[src/rtl/seg_scan_capture.sv]
// seg_scan_capture: read-back monitor for a multiplexed seven-segment bus.
// Waits for each {anode, segment} bus value to hold for STABLE_CYCLES edges,
// then decodes it into the 4-bit slot of the single active anode position.
// Ports:
//   clk, rst      - clock (rising edge), asynchronous active-high reset
//   seg_in        - segment lines abcdefg, active-low, bit 6 = a
//   an_in         - anode lines, active-low, bit i = position i
//   clr_err       - synchronous clear of the sticky error flags
//   digits_out    - captured code per position, position i at [4i+3:4i]
//   digit_seen    - positions captured since the last frame boundary
//   frame_valid   - one-cycle pulse after every position has been captured
//   err_pattern   - sticky: undecodable segment pattern captured
//   err_anode     - sticky: stable bus value with more than one anode active
module seg_scan_capture #(
    parameter int unsigned NUM_DIGITS    = 4,
    parameter int unsigned STABLE_CYCLES = 4
) (
    input  logic                    clk,
    input  logic                    rst,
    input  logic [6:0]              seg_in,
    input  logic [NUM_DIGITS-1:0]   an_in,
    input  logic                    clr_err,
    output logic [4*NUM_DIGITS-1:0] digits_out,
    output logic [NUM_DIGITS-1:0]   digit_seen,
    output logic                    frame_valid,
    output logic                    err_pattern,
    output logic                    err_anode
);

    localparam int unsigned SW = NUM_DIGITS + 7;
    localparam int unsigned CW = $clog2(STABLE_CYCLES + 2);
    localparam int unsigned IW = (NUM_DIGITS > 1) ? $clog2(NUM_DIGITS) : 1;
    localparam logic [CW-1:0] CNT_MAX = CW'(STABLE_CYCLES + 1);
    localparam logic [CW-1:0] CNT_CAP = CW'(STABLE_CYCLES);

    logic [SW-1:0]         sample_reg;
    logic [CW-1:0]         cnt;
    logic [CW-1:0]         cnt_nxt_c;
    logic [SW-1:0]         live_c;
    logic [NUM_DIGITS-1:0] s_an_c;
    logic [6:0]            s_seg_c;
    logic [3:0]            code_c;
    logic                  bad_c;
    logic [3:0]            low_cnt_c;
    logic [IW-1:0]         pos_c;
    logic                  capture_c;
    logic                  wr_c;
    logic                  pat_err_c;
    logic                  anode_err_c;
    logic                  full_c;
    logic [NUM_DIGITS-1:0] seen_nxt_c;

    assign live_c  = {an_in, seg_in};
    assign s_an_c  = sample_reg[SW-1:7];
    assign s_seg_c = sample_reg[6:0];

    // Stability counter: restarts at 1 on any change, saturates one past the
    // capture value so a held bus captures exactly once.
    always_comb begin
        cnt_nxt_c = CW'(1);
        if (live_c == sample_reg) begin
            cnt_nxt_c = (cnt == CNT_MAX) ? cnt : cnt + CW'(1);
        end
    end

    assign capture_c = (cnt == CNT_CAP);

    // Segment decode (active-low abcdefg)
    always_comb begin
        code_c = 4'hE;
        bad_c  = 1'b0;
        case (s_seg_c)
            7'b0000001: code_c = 4'h0;
            7'b1001111: code_c = 4'h1;
            7'b0010010: code_c = 4'h2;
            7'b0000110: code_c = 4'h3;
            7'b1001100: code_c = 4'h4;
            7'b0100100: code_c = 4'h5;
            7'b0100000: code_c = 4'h6;
            7'b0001111: code_c = 4'h7;
            7'b0000000: code_c = 4'h8;
            7'b0000100: code_c = 4'h9;
            7'b1111111: code_c = 4'hF;
            default: begin
                code_c = 4'hE;
                bad_c  = 1'b1;
            end
        endcase
    end

    // Count active anodes; pos_c is only meaningful when exactly one is low
    always_comb begin
        low_cnt_c = 4'd0;
        pos_c     = '0;
        for (int i = 0; i < NUM_DIGITS; i++) begin
            if (!s_an_c[i]) begin
                low_cnt_c = low_cnt_c + 4'd1;
                pos_c     = IW'(i);
            end
        end
    end

    assign wr_c        = capture_c && (low_cnt_c == 4'd1);
    assign pat_err_c   = wr_c && bad_c;
    assign anode_err_c = capture_c && (low_cnt_c > 4'd1);
    assign full_c      = &digit_seen;

    // A completed frame clears the seen mask one edge after it fills
    always_comb begin
        seen_nxt_c = full_c ? '0 : digit_seen;
        for (int i = 0; i < NUM_DIGITS; i++) begin
            if (wr_c && (pos_c == IW'(i))) begin
                seen_nxt_c[i] = 1'b1;
            end
        end
    end

    always_ff @(posedge clk or posedge rst) begin
        if (rst) begin
            sample_reg  <= '1;
            cnt         <= '0;
            digits_out  <= '1;
            digit_seen  <= '0;
            frame_valid <= 1'b0;
            err_pattern <= 1'b0;
            err_anode   <= 1'b0;
        end else begin
            sample_reg  <= live_c;
            cnt         <= cnt_nxt_c;
            digit_seen  <= seen_nxt_c;
            frame_valid <= full_c;
            // New error on the clearing edge wins
            err_pattern <= (err_pattern && !clr_err) || pat_err_c;
            err_anode   <= (err_anode && !clr_err) || anode_err_c;
            for (int i = 0; i < NUM_DIGITS; i++) begin
                if (wr_c && (pos_c == IW'(i))) begin
                    digits_out[4*i +: 4] <= code_c;
                end
            end
        end
    end

endmodule

[config.mk]
export PLATFORM = sky130hd
export DESIGN_NAME = seg_scan_capture
export DESIGN_NICKNAME = d
export VERILOG_FILES = /design/src/rtl/seg_scan_capture.sv
export SDC_FILE = /design/constraint.sdc
export NUM_CORES = 1
export LEC_CHECK = 0
export ABC_AREA = 0
export CAP_MARGIN = 20
export CORE_MARGIN = 2
export CORE_UTILIZATION = 25
export DETAILED_ROUTE_END_ITERATION = 10
export HOLD_SLACK_MARGIN = 0.15
export MAX_ROUTING_LAYER = met4
export PLACE_DENSITY = 0.46
export SYNTH_ARGS = -nofsm -noshare
export SYNTH_HDL_FRONTEND = slang
export SYNTH_SLANG_ARGS = --single-unit
[constraint.sdc]
create_clock -name clk -period 6 [get_ports clk]
set_clock_uncertainty 0.15 [all_clocks]
set_input_delay 1.2 -clock clk [delete_from_list [all_inputs] [get_ports clk]]
set_output_delay 1.2 -clock clk [all_outputs]
set_load 0.05 [all_outputs]
# [Word-level counts from Yosys, hierarchy flattened]
# Index checks and enable logic that the tools add are counted.
[word_totals] reg_bits=37 latch_bits=0 ram_bits=0 rom_bits=0 inputBits=14 out_inout_bits=23 elab_cells=72 n_memories=0
[op_classes] add_sub_neg=4 mul=0 div=0 n_lt_le_gt_ge=1 n_eq_ne=18 shifts=0 muxes=16 bitwise=0 reduce_logical=20
[ops] op="one-hot mux 4 bit (11 select lines)" n=1
[ops] op="equality test 7 bit, second input constant" n=3
[ops] op="2-to-1 mux 4 bit" n=4
[ops] op="equality test 7 x 3 -> 1 bit, second input constant" n=2
[ops] op="equality test 7 x 6 -> 1 bit, second input constant" n=2
[ops] op="adder 4 x 1 -> 4 bit, second input constant" n=3
[ops] op="equality test 11 bit" n=1
[ops] op="OR reduction 11 bit" n=1
[ops] op="logical AND 1 bit" n=9
[ops] op="nonzero test 2 bit" n=4
[ops] op="equality test 7 x 1 -> 1 bit, second input constant" n=1
[ops] op="equality test 7 x 4 -> 1 bit, second input constant" n=1
[ops] op="equality test 7 x 5 -> 1 bit, second input constant" n=1
[ops] op="logical NOT 7 bit" n=1
[ops] op="2-to-1 mux 1 bit" n=7
[ops] op="equality test 3 bit, second input constant" n=2
[ops] op="2-to-1 mux 3 bit" n=2
[ops] op="equality test 2 bit, second input constant" n=2
[ops] op="equality test 4 x 1 -> 1 bit, second input constant" n=1
[ops] op="greater-than comparator 4 x 1 -> 1 bit, second input constant" n=1
[ops] op="2-to-1 mux 2 bit" n=2
[ops] op="AND reduction 4 bit" n=1
[ops] op="adder 3 x 1 -> 3 bit, second input constant" n=1
[ops] op="equality test 2 x 1 -> 1 bit, second input constant" n=1
[ops] op="other kinds (4)" n=5

# [Depth between registers and ports, before layout]
# Gate-level depths: netlist of the first run.
[logic_depth] word_depth=11 depth_mapped=10 mapped_depth_nobuf=10

# [Worst setup path after synthesis of the first run]
# Ideal clock, no wire load.
[synth_timing] path_kind="flip-flop to flip-flop" from="register sample_reg[7]" to="register digits_out[12]" setup_time_ns=0.082 arrival_ns=2.456 t_required_ns=5.768 path_slack_ns=3.311 stages_incl_launch_ff=10 n_path_buf=0 synth_period_minus_slack_ns=2.689 path_cell_list="dfstp_2 inv_1 ha_1 xnor2_1 ha_1 mux2_2 nand2_1 o2111ai_1 nor3_2 mux2_2"
[synth_via] elab_chain_cells=10
[synth_lines] item="start: declaration" line="36" source="logic [SW-1:0] sample_reg;"
[synth_lines] item="start signal: assignment" line="128" source="sample_reg <= live_c;"
[synth_lines] item="2-to-1 mux 1 bit *" line="96" source="if (!s_an_c[i]) begin"
[synth_lines] item="adder 4 x 1 -> 4 bit" line="97" source="low_cnt_c = low_cnt_c + 4'd1;"
[synth_lines] item="2-to-1 mux 4 bit *" line="96"
[synth_lines] item="adder 4 x 1 -> 4 bit" line="97"
[synth_lines] item="2-to-1 mux 4 bit *" line="96"
[synth_lines] item="adder 4 x 1 -> 4 bit" line="97"
[synth_lines] item="2-to-1 mux 4 bit *" line="96"
[synth_lines] item="equality test 4 x 1 -> 1 bit *" line="103" source="assign wr_c = capture_c && (low_cnt_c == 4'd1);"
[synth_lines] item="logical AND 1 bit *" line="103"
[synth_lines] item="logical AND 1 bit *" line="136" source="if (wr_c && (pos_c == IW'(i))) begin"
[synth_lines] item="end signal: indexed assignment" line="137" source="digits_out[4*i +: 4] <= code_c;"
[synth_lines] item="end: declaration" line="23" source="output logic [4*NUM_DIGITS-1:0] digits_out,"
# Mark *: on every way between the ends. The rest lies on a longest branch, timed or not.
# A chain may end at the register's enable or synchronous reset.

# [Final worst setup path of the first run]
[layout_timing] from="register digits_out[11]" to="output port digits_out[11]"
# No word-level cell between the ends.

==> reports/qor.csv, run 1 <==
stage,metric,value,unit
outcome,status,finished clean,
timing,Tcrit/Tclk final,49.60,%
logic_synthesis,Synth area leaders,"dfstp_2, dfrtp_1, mux2_2",
hold_path,min-delay src,digits_out[3],
cells_and_area,"commonest non-fill, non-tap cell in the layout",clkdlybuf4s50_1,
logic_synthesis,synthesized area per cell,11.51,um^2
placed_design,routability congestion estimate from global placement,0.7607,
cells_and_area,final core utilization,32.51,%
logic_synthesis,largest family of logic cells by synthesized area,simple AND/OR/NAND/NOR gates,
setup_path,Worst Path Max Fanout,2,
setup_path,CP Capture Type,primary output,
timing,Setup-failing EPs final,0,
power_and_ir_drop,Static Leakage,0.9954,nW
setup_path,reg-to-reg endpoint,digits_out[13],
setup_path,Worst path slowest cell,clkdlybuf4s50_1,
route,DR pass1 iterations,4,
logic_synthesis,most common flop cell mapped by yosys,dfstp_2,
logic_synthesis,Synth Instances,169,
setup_path,Crit path max-delay family,buffers and inverters,
logic_synthesis,"flops & latches, synth",37,
logic_synthesis,adder-cell share of the synthesized area,5.148,%
clock_tree,"CTS clk-pin slew, worst paths",80,ps
logic_synthesis,Yosys top cell area share,36.49,%
placed_design,post-place setup slack,3027,ps
logic_synthesis,simple-gate share of the synthesized area,15.25,%
clock_tree,H-tree Lvls,2,
timing,setup_tns,0,ps
logic_synthesis,Synth async-reset ratio,100.0,%
setup_path,flop-to-flop setup slack,3040,ps
route,DRC,0,
hold_path,HP Class,reg2reg,
hold_path,hold path endpoint,digits_out[3],
cells_and_area,Final #Nets,226,
timing,Slew @ Worst Pin,642.5,ps
timing,"Slew Viols, Final",0,
logic_synthesis,Post-Syn Nets,191,
floorplanning,core area,7647,um^2
timing,hold slack,327.5,ps
floorplanning,Initial Util,25.43,%
logic_synthesis,Synth cell types,47,
clock_tree,post-CTS sizing,0,
setup_path,Levels on crit path,1,
route,Post-DRT Antenna Nets,0,
timing,final worst setup slack,3024,ps
setup_path,crit path launch type,flip-flop,
logic_synthesis,post-synthesis sequential area ratio,49.36,%
route,vias,1376,
logic_synthesis,mux contribution to synthesized area,8.687,%
clock_tree,"Clk Latency, worst-skew pair",280,ps
clock_tree,Post-CTS Hold Buffers,0,
timing,min Tclk post-route,2976,ps
setup_path,Slowest Stage Delay on Critical Path,800,ps
setup_path,R2R depth,9,
clock_tree,cts bufs inserted,5,
setup_path,worst path arrival time,1630,ps
setup_path,Worst EP required,4650,ps
route,routed vias/inst,4.482,
logic_synthesis,Compound-Gate Fraction of Synth Area,10.81,%
logic_synthesis,Post-synth EDFFs,0,
route,routed wire length,4302,um
run,maxcap violations,0,
global_route,first-pass GRT wire length,7355,um
timing,fmax,336.1,MHz
hold_path,worst hold path depth,2,
logic_synthesis,"Cell Area, Synth",1944,um^2
cells_and_area,P&R area growth vs syn,27.86,%
placed_design,HPWL Detailed,3244,um
setup_path,WP buf/inv,1,
cells_and_area,layout cells sized above 1,29.27,%
clock_tree,CTS sink cnt,37,
cells_and_area,max reg flops,16,
floorplanning,die height,92.19,um
logic_synthesis,area share of xor/xnor cells in the synthesized design,6.306,%
global_route,largest net degree at the start of global routing,38,
power_and_ir_drop,peak supply drop,0.09385,mV
logic_synthesis,YS warnings,0,
global_route,GRT Residual Overflow,0,
floorplanning,IO Count,37,
setup_path,CP cell instances,clkdlybuf4s50_1,
cells_and_area,number of antenna diodes,0,
floorplanning,Die X,92.19,um
floorplanning,Die ar.,8499,um^2
placed_design,Port Buf Inserts,36,
route,wire per inst,14.01,um
timing,final hold vios,0,
clock_tree,clock tree from TritonCTS,yes,
global_route,initial antenna violation count,0,
clock_tree,clock tree root buffer cell,clkbuf_8,
global_route,global-route usage over all layers,11.48,%
floorplanning,std cell rows,32,
cells_and_area,"commonest non-fill, non-tap cells in the layout","clkdlybuf4s50_1, dfstp_2, nand2_1",
timing,worst rel slew slack,56.72,%
global_route,vias in the first global route,1421,
setup_path,RR Startpoint,sample_reg[8],
logic_synthesis,"area leader, netlist",dfstp_2,
timing,RSZ-0062 raised after global routing,false,
clock_tree,Post-CTS Setup Repair Bufs,0,
power_and_ir_drop,power density cells,198.5,nW/um^2
clock_tree,clk buf depth,2,
setup_path,critical path class,reg2out,
route,Detailed Route Iter0 Violations,35,
[logic make-up (layout without fill, tap and decap cells)]
| logic type | Yosys count | in the layout |
|---|---|---|
| AOI/OAI and AO/OA | 25 | 25 |
| xor gates and xnor gates | 14 | 14 |
| adders and majority gates | 8 | 8 |
| buffers and inverters | 19 | 55 |
| DFF | 37 | 37 |
| muxes | 15 | 15 |
| and+or+nand+nor | 51 | 51 |
[metrics by stage]
step | cells | total power [mW] | cell area [um^2]
after global placement | 298 | 0.3188 | 2387
final | 307 | 0.4935 | 2486
after detailed placement | 299 | 0.3186 | 2392
after floorplan | 169 | 0.2994 | 1944
after CTS | 307 | 0.5031 | 2486
after global routing | 307 | 0.5224 | 2486
[Yosys cell counts, types with 2 or more instances]
cell,n
dfstp_2,27
nand2_1,17
mux2_2,15
xor2_1,12
dfrtp_1,10
inv_1,9
ha_1,8
nand3_1,6
nor3_1,6
buf_2,5
a21oi_1,4
clkbuf_1,3
nand4_1,3
nor2_1,3
nor4_1,3
o21ai_0,3
a21o_1,2
a22o_1,2
o31ai_1,2
xnor2_1,2
[layout make-up]
type	count	area [um^2]
fill	774	5161
multi-input combinational	113	898.4
sequential	37	959.7
inverter	9	33.78
clock buffer	7	86.33
clock inverter	1	7.507
tap	102	127.6
timing repair buffer	38	372.9
[worst max path at each step]
stage	from	endpoint	slack [ps]
2_1_floorplan	sample_reg[7]	digits_out[12]	3310
3_3_place_gp	sample_reg[8]	digits_out[12]	3070
3_5_place_dp	sample_reg[7]	digits_out[15]	3030
4_1_cts	digits_out[8]	digits_out[8]	3000
5_1_grt	sample_reg[8]	digits_out[15]	2840
6_report	digits_out[11]	digits_out[11]	3020
[per-layer routing]
layer,GRT usage (%),routed length (um)
met1,14.95,2050
met2,18.01,2124
met3,2.301,92
met5,-,0
met4,3.731,35
[power breakdown]
part | internal [mW] | total [mW] | leakage [nW] | switching (mW)
logic | 0.0221 | 0.0459 | 0.536 | 0.0238
clock network | 0.0934 | 0.180 | 0.0445 | 0.0864
registers | 0.257 | 0.268 | 0.415 | 0.0106
Power figures use the tool's default switching activity.
==> run 2, diff against run 1 <==
- clock period: 6 -> 3.09 ns (I/O delays scaled with it)
==> reports/qor.csv, run 2 (synthesis gave the netlist of run 1 again) <==
stage,metric,value,unit,change
timing,setup_tns,0,ps,unchanged
timing,"Slew Viols, Final",0,,unchanged
route,Detailed Route Iter0 Violations,62,,+77%
cells_and_area,fin cells,307,,unchanged
setup_path,R2R depth,9,,unchanged
setup_path,flop-to-flop setup slack,250,ps,-2790 ps
global_route,largest net degree at the start of global routing,38,,unchanged
clock_tree,Post-CTS Setup Repair Bufs,0,,unchanged
timing,RSZ-0062 raised after global routing,false,,
timing,Slew @ Worst Pin,675.2,ps,+32.68 ps
setup_path,crit path from,sample_reg[8],,
clock_tree,CTS sink cnt,37,,unchanged
cells_and_area,post-route cell area,2484,um^2,-0.10%
global_route,vias in the first global route,1381,,-2.8%
timing,Setup-failing EPs final,0,,unchanged
route,Post-DRT Antenna Nets,0,,unchanged
cells_and_area,# fillers,790,,+2.1%
timing,worst rel slew slack,54.85,%,-1.9 points
timing,fmax,352.6,MHz,
hold_path,min-delay src,digits_out[3],,
route,wire per inst,14.39,um,+2.7%
power_and_ir_drop,power density cells,378.4,nW/um^2,+91%
power_and_ir_drop,peak supply drop,0.1520,mV,+62%
clock_tree,"Clk Latency, worst-skew pair",290,ps,about the same
hold_path,HP Class,reg2reg,,
timing,hold slack,332.7,ps,+5.160 ps
placed_design,routability congestion estimate from global placement,0.7734,,+1.7%
floorplanning,IO Count,37,,unchanged
setup_path,CP cell instances,inv_1 > ha_1 > xnor2_1 > ha_1 > mux2_2 > nand2_1 > o2111ai_1 > nor3_4 > mux2_2,,
setup_path,Worst path slowest cell,dfstp_2,,
placed_design,placed cells,299,,unchanged
hold_path,hold path endpoint,digits_out[3],,
setup_path,reg-to-reg endpoint,digits_out[15],,
cells_and_area,"commonest non-fill, non-tap cell in the layout",clkdlybuf4s50_1,,
floorplanning,Initial Util,25.43,%,unchanged
floorplanning,std cell rows,32,,unchanged
route,routed wire length,4419,um,+2.7%
cells_and_area,Final #Nets,226,,unchanged
floorplanning,Die X,92.19,um,unchanged
timing,min Tclk post-route,2836,ps,
clock_tree,"CTS clk-pin slew, worst paths",70,ps,about the same
route,DRC,0,,unchanged
setup_path,Worst Path Max Fanout,5,,+3
floorplanning,die height,92.19,um,unchanged
outcome,status,finished clean,,
global_route,initial antenna violation count,0,,unchanged
setup_path,worst path arrival time,2900,ps,+1270 ps
power_and_ir_drop,power after layout,0.9398,mW,+90%
cells_and_area,number of antenna diodes,0,,unchanged
clock_tree,clock tree from TritonCTS,yes,,
cells_and_area,layout cells sized above 1,29.27,%,unchanged
clock_tree,clock tree root buffer cell,clkbuf_8,,
setup_path,Worst EP required,3160,ps,-1490 ps
setup_path,critical path class,reg2reg,,
clock_tree,clk buf depth,2,,unchanged
placed_design,HPWL Detailed,3238,um,-0.20%
floorplanning,Die ar.,8499,um^2,unchanged
clock_tree,cts bufs inserted,5,,unchanged
timing,Tcrit/Tclk final,91.77,%,
global_route,first-pass GRT wire length,7327,um,-0.38%
route,vias,1367,,-0.65%
timing,final hold vios,0,,unchanged
global_route,GRT Residual Overflow,0,,unchanged
run,maxcap violations,0,,unchanged
placed_design,"Cell Area, Placed",2395,um^2,+0.10%
global_route,global-route usage over all layers,11.57,%,+0.087 points
placed_design,Port Buf Inserts,36,,unchanged
cells_and_area,"commonest non-fill, non-tap cells in the layout","clkdlybuf4s50_1, dfstp_2, nand2_1",,
setup_path,crit path launch type,flip-flop,,
power_and_ir_drop,Static Leakage,1.004,nW,+0.84%
floorplanning,core area,7647,um^2,unchanged
setup_path,Slowest Stage Delay on Critical Path,580,ps,-220 ps
route,routed vias/inst,4.453,,-0.65%
cells_and_area,max reg flops,16,,unchanged
clock_tree,H-tree Lvls,2,,unchanged
setup_path,CP Capture Type,flip-flop,,
setup_path,RR Startpoint,sample_reg[8],,
hold_path,worst hold path depth,2,,unchanged
cells_and_area,P&R area growth vs syn,27.73,%,
route,DR pass1 iterations,4,,unchanged
## run 2: cell types whose count changed in the layout (fill, tap and decap cells not counted)
| cell | before | now |
|---|---|---|
| buf_4 | 1 | 2 |
| nor3_2 | 1 | 0 |
| clkinvlp_4 | 1 | 0 |
| nor3_4 | 0 | 1 |
| buf_2 | 1 | 0 |
| clkinv_2 | 0 | 2 |
| clkbuf_8 | 6 | 5 |
## run 2: power breakdown
group | total [mW] | switching (mW) | internal [mW]
logic | 0.0915 | 0.0484 | 0.0431
registers | 0.520 | 0.0203 | 0.499
clock network | 0.329 | 0.172 | 0.156
total | 0.940 | 0.241 | 0.699
## run 2: metrics by stage
step | util, % | setup WS [ps]
CTS | 32.40 | 174.5
floorplan | - | 401.5
global route | 32.48 | 25.87
detailed placement | 31.32 | 186.3
global placement | 31.32 | 245.8
finish | 32.48 | 254.3
## run 2: repair_timing
| action | 4_1_cts | 5_1_grt |
|---|---|---|
| hold buffers | 0 | 0 |
| setup endpoints to repair | 0 | 4 |
| resized for setup | 0 | 1 |
## run 2: layout make-up
| cell class | count | area, um^2 | area share, % |
|---|---|---|---|
| well taps | 102 | 127.6 | 5.139 |
| clock buffers | 6 | 72.57 | 2.922 |
| repair buffers | 38 | 375.4 | 15.11 |
| clock inverters | 2 | 10.01 | 0.4030 |
| inverters | 9 | 33.78 | 1.360 |
| flip-flops and latches | 37 | 959.7 | 38.64 |
| multi-input cells | 113 | 904.6 | 36.42 |
## run 2: how the worst max path moves through the flow
stage                                 to  slack (ps)  depth (start not counted)
after global placement    digits_out[15]         250                          9
after floorplan           digits_out[12]         400                          9
final                     digits_out[15]         250                          9
after CTS                 digits_out[15]         170                          9
after detailed placement  digits_out[12]         190                          9
after global routing      digits_out[14]          30                          7
## run 2: critical path, delay by kind of cell (launching register included)
kind | cells | cell delay [ps]
buf+inv | 1 | 80
mux | 2 | 640
xor+xnor | 1 | 180
simple gates | 2 | 350
flops | 1 | 580
compound gates | 1 | 220
fa+ha+maj | 2 | 560
## run 2: per-layer routing
layer	wire length [um]	up-vias	track usage [%]
met5	0	-	-
met4	53	0	3.731
met3	116	6	2.629
met2	2144	18	17.03
met1	2104	675	15.81
li1	-	668	-
